### config.mk
export PLATFORM = sky130hd
export DESIGN_NAME = apc32_accum_flat
export DESIGN_NICKNAME = d
export VERILOG_FILES = /design/src/rtl/apc32_accum_if.sv /design/src/rtl/apc32_accum.sv /design/src/flat_wrapper.sv
export SDC_FILE = /design/constraint.sdc
export NUM_CORES = 1
export LEC_CHECK = 0
export CAP_MARGIN = 20
export CELL_PAD_IN_SITES_DETAIL_PLACEMENT = 0
export CELL_PAD_IN_SITES_GLOBAL_PLACEMENT = 1
export CORE_MARGIN = 2
export CORE_UTILIZATION = 35
export CTS_BUF_LIST = sky130_fd_sc_hd__clkbuf_4
export CTS_CLUSTER_DIAMETER = 100
export DETAILED_ROUTE_END_ITERATION = 10
export GPL_TIMING_DRIVEN = 1
export PLACE_DENSITY = 0.71
export SYNTH_ARGS = -nofsm -noshare
export SYNTH_HDL_FRONTEND = slang
export SYNTH_SLANG_ARGS = --single-unit
### constraint.sdc
create_clock -name clk -period 4.64 [get_ports clk]
set_clock_uncertainty 0.2 [all_clocks]
set_input_delay 0.928 -clock clk [delete_from_list [all_inputs] [get_ports clk]]
set_output_delay 0.928 -clock clk [all_outputs]
set_load 0.05 [all_outputs]
### src/rtl/apc32_accum_if.sv
// Beat-in / result-out handshake bundle for apc32_accum.
// master drives beats and accepts results; slave is the accumulator.
interface apc32_accum_if #(
    parameter int ACC_W = 12
) ();
    logic             in_valid;
    logic             in_ready;
    logic [5:0]       in_count;
    logic             in_last;
    logic             out_valid;
    logic             out_ready;
    logic [ACC_W-1:0] out_sum;
    logic             out_fire;
    logic             out_ovf;
    logic             out_err;

    modport master (
        output in_valid, in_count, in_last, out_ready,
        input  in_ready, out_valid, out_sum,
        input  out_fire, out_ovf, out_err
    );

    modport slave (
        input  in_valid, in_count, in_last, out_ready,
        output in_ready, out_valid, out_sum,
        output out_fire, out_ovf, out_err
    );
endinterface

### src/rtl/apc32_accum.sv
// Windowed popcount accumulator with threshold fire (binarized neuron).
// Define APC_ACC_SAT_EN to saturate on overflow instead of wrapping.
module apc32_accum #(
    parameter int ACC_W     = 12,
    parameter int THRESH    = 256,
    parameter int MAX_BEATS = 16
) (
    input logic         clk,
    input logic         rst,
    apc32_accum_if.slave bus
);
    localparam logic [0:0] ACC  = 1'b0;
    localparam logic [0:0] HOLD = 1'b1;

    localparam logic [8:0]       LAST_BEAT = 9'(MAX_BEATS - 1);
    localparam logic [ACC_W-1:0] ACC_MAX   = '1;
    localparam logic [31:0]      THR       = 32'(THRESH);

    logic [0:0]       state;
    logic [ACC_W-1:0] acc;
    logic [8:0]       beat_cnt;
    logic             ovf;
    logic             err;
    logic [ACC_W-1:0] sum_q;
    logic             fire_q;
    logic             ovf_q;
    logic             err_q;

    logic             take;
    logic             bad;
    logic [5:0]       cnt;
    logic [ACC_W:0]   sum_w;
    logic             carry;
    logic [ACC_W-1:0] acc_nx;
    logic             close;
    logic             fire_nx;

    always_comb begin
        take  = bus.in_valid & (state == ACC);
        bad   = bus.in_count > 6'd32;
        cnt   = bad ? 6'd32 : bus.in_count;
        sum_w = {1'b0, acc} + {{(ACC_W-5){1'b0}}, cnt};
        carry = sum_w[ACC_W];
`ifdef APC_ACC_SAT_EN
        acc_nx = carry ? ACC_MAX : sum_w[ACC_W-1:0];
`else
        acc_nx = sum_w[ACC_W-1:0];
`endif
        close   = take & (bus.in_last | (beat_cnt == LAST_BEAT));
        fire_nx = {{(32-ACC_W){1'b0}}, acc_nx} >= THR;
    end

    always_ff @(posedge clk or posedge rst) begin
        if (rst) begin
            state    <= ACC;
            acc      <= '0;
            beat_cnt <= '0;
            ovf      <= 1'b0;
            err      <= 1'b0;
            sum_q    <= '0;
            fire_q   <= 1'b0;
            ovf_q    <= 1'b0;
            err_q    <= 1'b0;
        end else begin
            unique case (state)
                ACC: begin
                    if (take) begin
                        acc      <= acc_nx;
                        beat_cnt <= beat_cnt + 9'd1;
                        ovf      <= ovf | carry;
                        err      <= err | bad;
                    end
                    if (close) begin
                        state  <= HOLD;
                        sum_q  <= acc_nx;
                        fire_q <= fire_nx;
                        ovf_q  <= ovf | carry;
                        err_q  <= err | bad;
                    end
                end
                HOLD: begin
                    // result registers keep their value until the next close
                    if (bus.out_ready) begin
                        state    <= ACC;
                        acc      <= '0;
                        beat_cnt <= '0;
                        ovf      <= 1'b0;
                        err      <= 1'b0;
                    end
                end
                default: state <= ACC;
            endcase
        end
    end

    assign bus.in_ready  = (state == ACC);
    assign bus.out_valid = (state == HOLD);
    assign bus.out_sum   = sum_q;
    assign bus.out_fire  = fire_q;
    assign bus.out_ovf   = ovf_q;
    assign bus.out_err   = err_q;
endmodule

### src/flat_wrapper.sv
// flat-port wrapper written by rule: the top's interface ports become plain ports
module apc32_accum_flat 
#(
    parameter int ACC_W     = 12,
    parameter int THRESH    = 256,
    parameter int MAX_BEATS = 16
)
  (clk, rst, bus_in_valid, bus_in_count, bus_in_last, bus_out_ready, bus_in_ready, bus_out_valid, bus_out_sum, bus_out_fire, bus_out_ovf, bus_out_err);
  apc32_accum_if #(.ACC_W(ACC_W)) bus_i ();
  input logic clk;
  input logic rst;
  input wire logic [$bits(bus_i.in_valid)-1:0] bus_in_valid;
  input wire logic [$bits(bus_i.in_count)-1:0] bus_in_count;
  input wire logic [$bits(bus_i.in_last)-1:0] bus_in_last;
  input wire logic [$bits(bus_i.out_ready)-1:0] bus_out_ready;
  output wire logic [$bits(bus_i.in_ready)-1:0] bus_in_ready;
  output wire logic [$bits(bus_i.out_valid)-1:0] bus_out_valid;
  output wire logic [$bits(bus_i.out_sum)-1:0] bus_out_sum;
  output wire logic [$bits(bus_i.out_fire)-1:0] bus_out_fire;
  output wire logic [$bits(bus_i.out_ovf)-1:0] bus_out_ovf;
  output wire logic [$bits(bus_i.out_err)-1:0] bus_out_err;
  assign bus_i.in_valid = bus_in_valid;
  assign bus_i.in_count = bus_in_count;
  assign bus_i.in_last = bus_in_last;
  assign bus_i.out_ready = bus_out_ready;
  assign bus_in_ready = bus_i.in_ready;
  assign bus_out_valid = bus_i.out_valid;
  assign bus_out_sum = bus_i.out_sum;
  assign bus_out_fire = bus_i.out_fire;
  assign bus_out_ovf = bus_i.out_ovf;
  assign bus_out_err = bus_i.out_err;
  apc32_accum #(.ACC_W(ACC_W), .THRESH(THRESH), .MAX_BEATS(MAX_BEATS)) u_core (.clk(clk), .rst(rst), .bus(bus_i));
endmodule
==> metrics.cfg <==
[power_and_ir_drop]
p_sw_mw=0.507
pwr-share-comb=0.453
sw_frac_of_total=0.424
seqPwrFrac=0.410
intPower_mw=0.689
p_leak_nw=1.04
pwr-share-clk=0.136
powerDensity_nw_per_um2=499
vdd_ir_drop_max_uv=276

[clock_tree]
root_buffer=clkbuf_4
cts_tree=built
clk_path_buf_depth=2
clk_latency_ns=0.34
hold_buffers=0
cts_buffers=5
htree_levels=2
post_cts_buffers=0
cts_sinks=39
clk_pin_slew_ns=0.11
cts_resized=0

[sta]
fmax_mhz=303
max_slew_margin=0.568
slew_violations=0
hold_violations=0
rsz0062_at_grt=no
worst_pin_slew_ns=0.648
tns_ns=0
finalCriticalPeriod_ns=3.30
fin_crit_sh=0.710
finalSetupViolCount=0

[worst_setup_path]
crit_fanout=8
worstSetupPathType=in -> reg
crit_required_ns=4.68
start_kind=input port
crit_arrival_ns=3.33
endpoint_kind=flip-flop

[synthesis]
synth_compound_area_frac=0.203
synth.most_common_cell=dfrtp_1
synth_area_per_cell_um2=10.1
synth.area.top_cells=dfrtp_1, ha_1, nor2_1, nand2_1, xnor2_1
synth_edf_count=0
seq_area_frac_synth=0.489
yosys.area_share.simple=0.147
syn-num-nets=217
synthArstFlopShare=1.00
synth_area_um2=2000
synthMuxAreaShare=0.0282
synth_cell_types=40
synth_top_area_cell=dfrtp_1
yosysTopAreaCellShare=0.489
synth_xor_area_frac=0.0527
ys.flop_type=dfrtp_1
synth-seq-cells=39
yosys.area_share.adder=0.0539
yosysWarningCount=0
netlist_instances=198
synth_top_family_by_area=compound AO/OA/AOI/OAI gates
synth_commonest_cells=dfrtp_1, nor2_1, nand2_1, a21oi_1, o21ai_0

[hold_path]
holdCritPathClass=reg -> reg

[route]
first_pass_iters=4
post-route-drc-count=0
wl_per_cell_um=14.3
vias_per_cell=5.02
drt-total-wl_um=4290
drt-initial-drc-count=59
vias=1501
ant_nets=0

[die]
start_util=0.362
coreArea_um2=5510
io_pins=28
die_w_um=79.5
die_y_um=79.5
die_area_um2=6320
rows=27

[outcome]
status=completed

[place]
post-dp-hpwl_um=3010
portBuffers=27
gp_congestion=0.777

[global_routing]
grt-ovfl-total=0
antenna_found_initial=0
first_global_vias=1503
grt.total_usage=0.153
grt_pass1_wl_um=7430
grt_max_degree=40

[finish]
postLayoutCoreUtil=0.435
nets=246
layout-drive-gt1-share=0.0705
syn_to_final_growth_pct=20.1
diodes=0

[job]
drv_cap=0

cell usage in the layout, fill, tap and decap left out, drive strengths merged, types with 3 or more instances in the layout:
| cell type | n |
|---|---|
| xor2 | 5 |
| dfrtp | 39 |
| ha | 7 |
| inv | 5 |
| nor2b | 6 |
| clkbuf | 5 |
| nor2 | 21 |
| clkdlybuf4s50 | 27 |
| buf | 4 |
| xnor2 | 7 |
| and3 | 4 |
| a21boi | 3 |
| nand4 | 4 |
| a21o | 5 |
| nand2 | 18 |
| a22o | 6 |
| a21oi | 11 |
| o31ai | 6 |
| mux2 | 5 |
| o21ai | 14 |
metrics by stage:
step / total power, mW / area (um2) / setup WS, ns / instances / hold WS [ns]
2_1_floorplan: 0.877 / 2000 / 1.70 / 198 / 0.252
3_3_place_gp: 1.04 / 2350 / 1.02 / 292 / 0.269
3_5_place_dp: 1.04 / 2350 / 0.955 / 292 / 0.280
4_1_cts: 1.21 / 2400 / 1.35 / 299 / 0.309
5_1_grt: 1.28 / 2400 / 1.20 / 299 / 0.325
6_report: 1.20 / 2400 / 1.34 / 299 / 0.304
worst max-delay path, cell delays in order:
cell             delay [ns]
clkdlybuf4s50_1        0.58
nor2b_1                0.07
ha_1                   0.21
fa_1                   0.41
a21o_1                 0.21
a221oi_4               0.43
nor2_1                 0.18
a41oi_1                0.24
nor2_1                 0.05
layout make-up:
class / count / area, um2
repair buffers: 31 / 300
clock buffers: 5 / 37.5
multi-input cells: 145 / 966
inverters: 5 / 18.8
fillers: 560 / 3110
well taps: 72 / 90.1
clock inverters: 2 / 8.76
flip-flops and latches: 39 / 976
cell families (layout without fill, tap and decap cells):
logic type,count (synthesis),count (layout)
flip-flops,39,39
XOR/XNOR,12,12
multiplexers,5,5
adder cells (fa/ha/maj),8,8
AO/OA/AOI/OAI,58,58
AND/OR/NAND/NOR,62,62
buffers and inverters,14,43
per-layer routing:
layer  up-vias  part of all wire  track usage
met5         -                 0            0
met4         0            0.0079       0.0586
met3         2             0.038       0.0351
met2        24              0.47        0.250
met1       711              0.48        0.196
li1        764                 -            -
state kept, by name, summed over array words and instances, names as in the netlist:
| register | flops |
|---|---|
| u_core.bus.out_ovf | 1 |
| u_core.err | 1 |
| u_core.bus.out_valid | 1 |
| u_core.ovf | 1 |
| u_core.acc | 12 |
| u_core.bus.out_fire | 1 |
| u_core.bus.out_sum | 12 |
| u_core.beat_cnt | 9 |
| u_core.bus.out_err | 1 |
final timing paths:
| check | cells after the start | to | slack (ns) | start |
|---|---|---|---|---|
| max in group asynchronous | 3 | u_core.acc[5]$_DFFE_PP0P_ | 3.10 | rst |
| min | 1 | u_core.bus.out_sum[4]$_DFFE_PP0P_ | 0.30 | u_core.bus.out_sum[4]$_DFFE_PP0P_ |
| max | 9 | u_core.ovf$_DFFE_PP0P_ | 1.34 | bus_in_count[5] |
| min in group asynchronous | 3 | u_core.acc[4]$_DFFE_PP0P_ | 0.80 | rst |
| max reg2reg | 7 | u_core.ovf$_DFFE_PP0P_ | 2.17 | u_core.acc[0]$_DFFE_PP0P_ |
| min reg2reg | 1 | u_core.bus.out_sum[4]$_DFFE_PP0P_ | 0.30 | u_core.bus.out_sum[4]$_DFFE_PP0P_ |
power groups by stage:
| stage | clock network (mW) | logic [mW] | registers, mW |
|---|---|---|---|
| after floorplan | 0 | 0.237 | 0.640 |
| after global placement | 0 | 0.544 | 0.497 |
| after detailed placement | 0 | 0.546 | 0.496 |
| after CTS | 0.172 | 0.548 | 0.493 |
| after global routing | 0.186 | 0.587 | 0.506 |
| final | 0.163 | 0.543 | 0.491 |
Note: power is estimated with default switching activity, not from simulation.
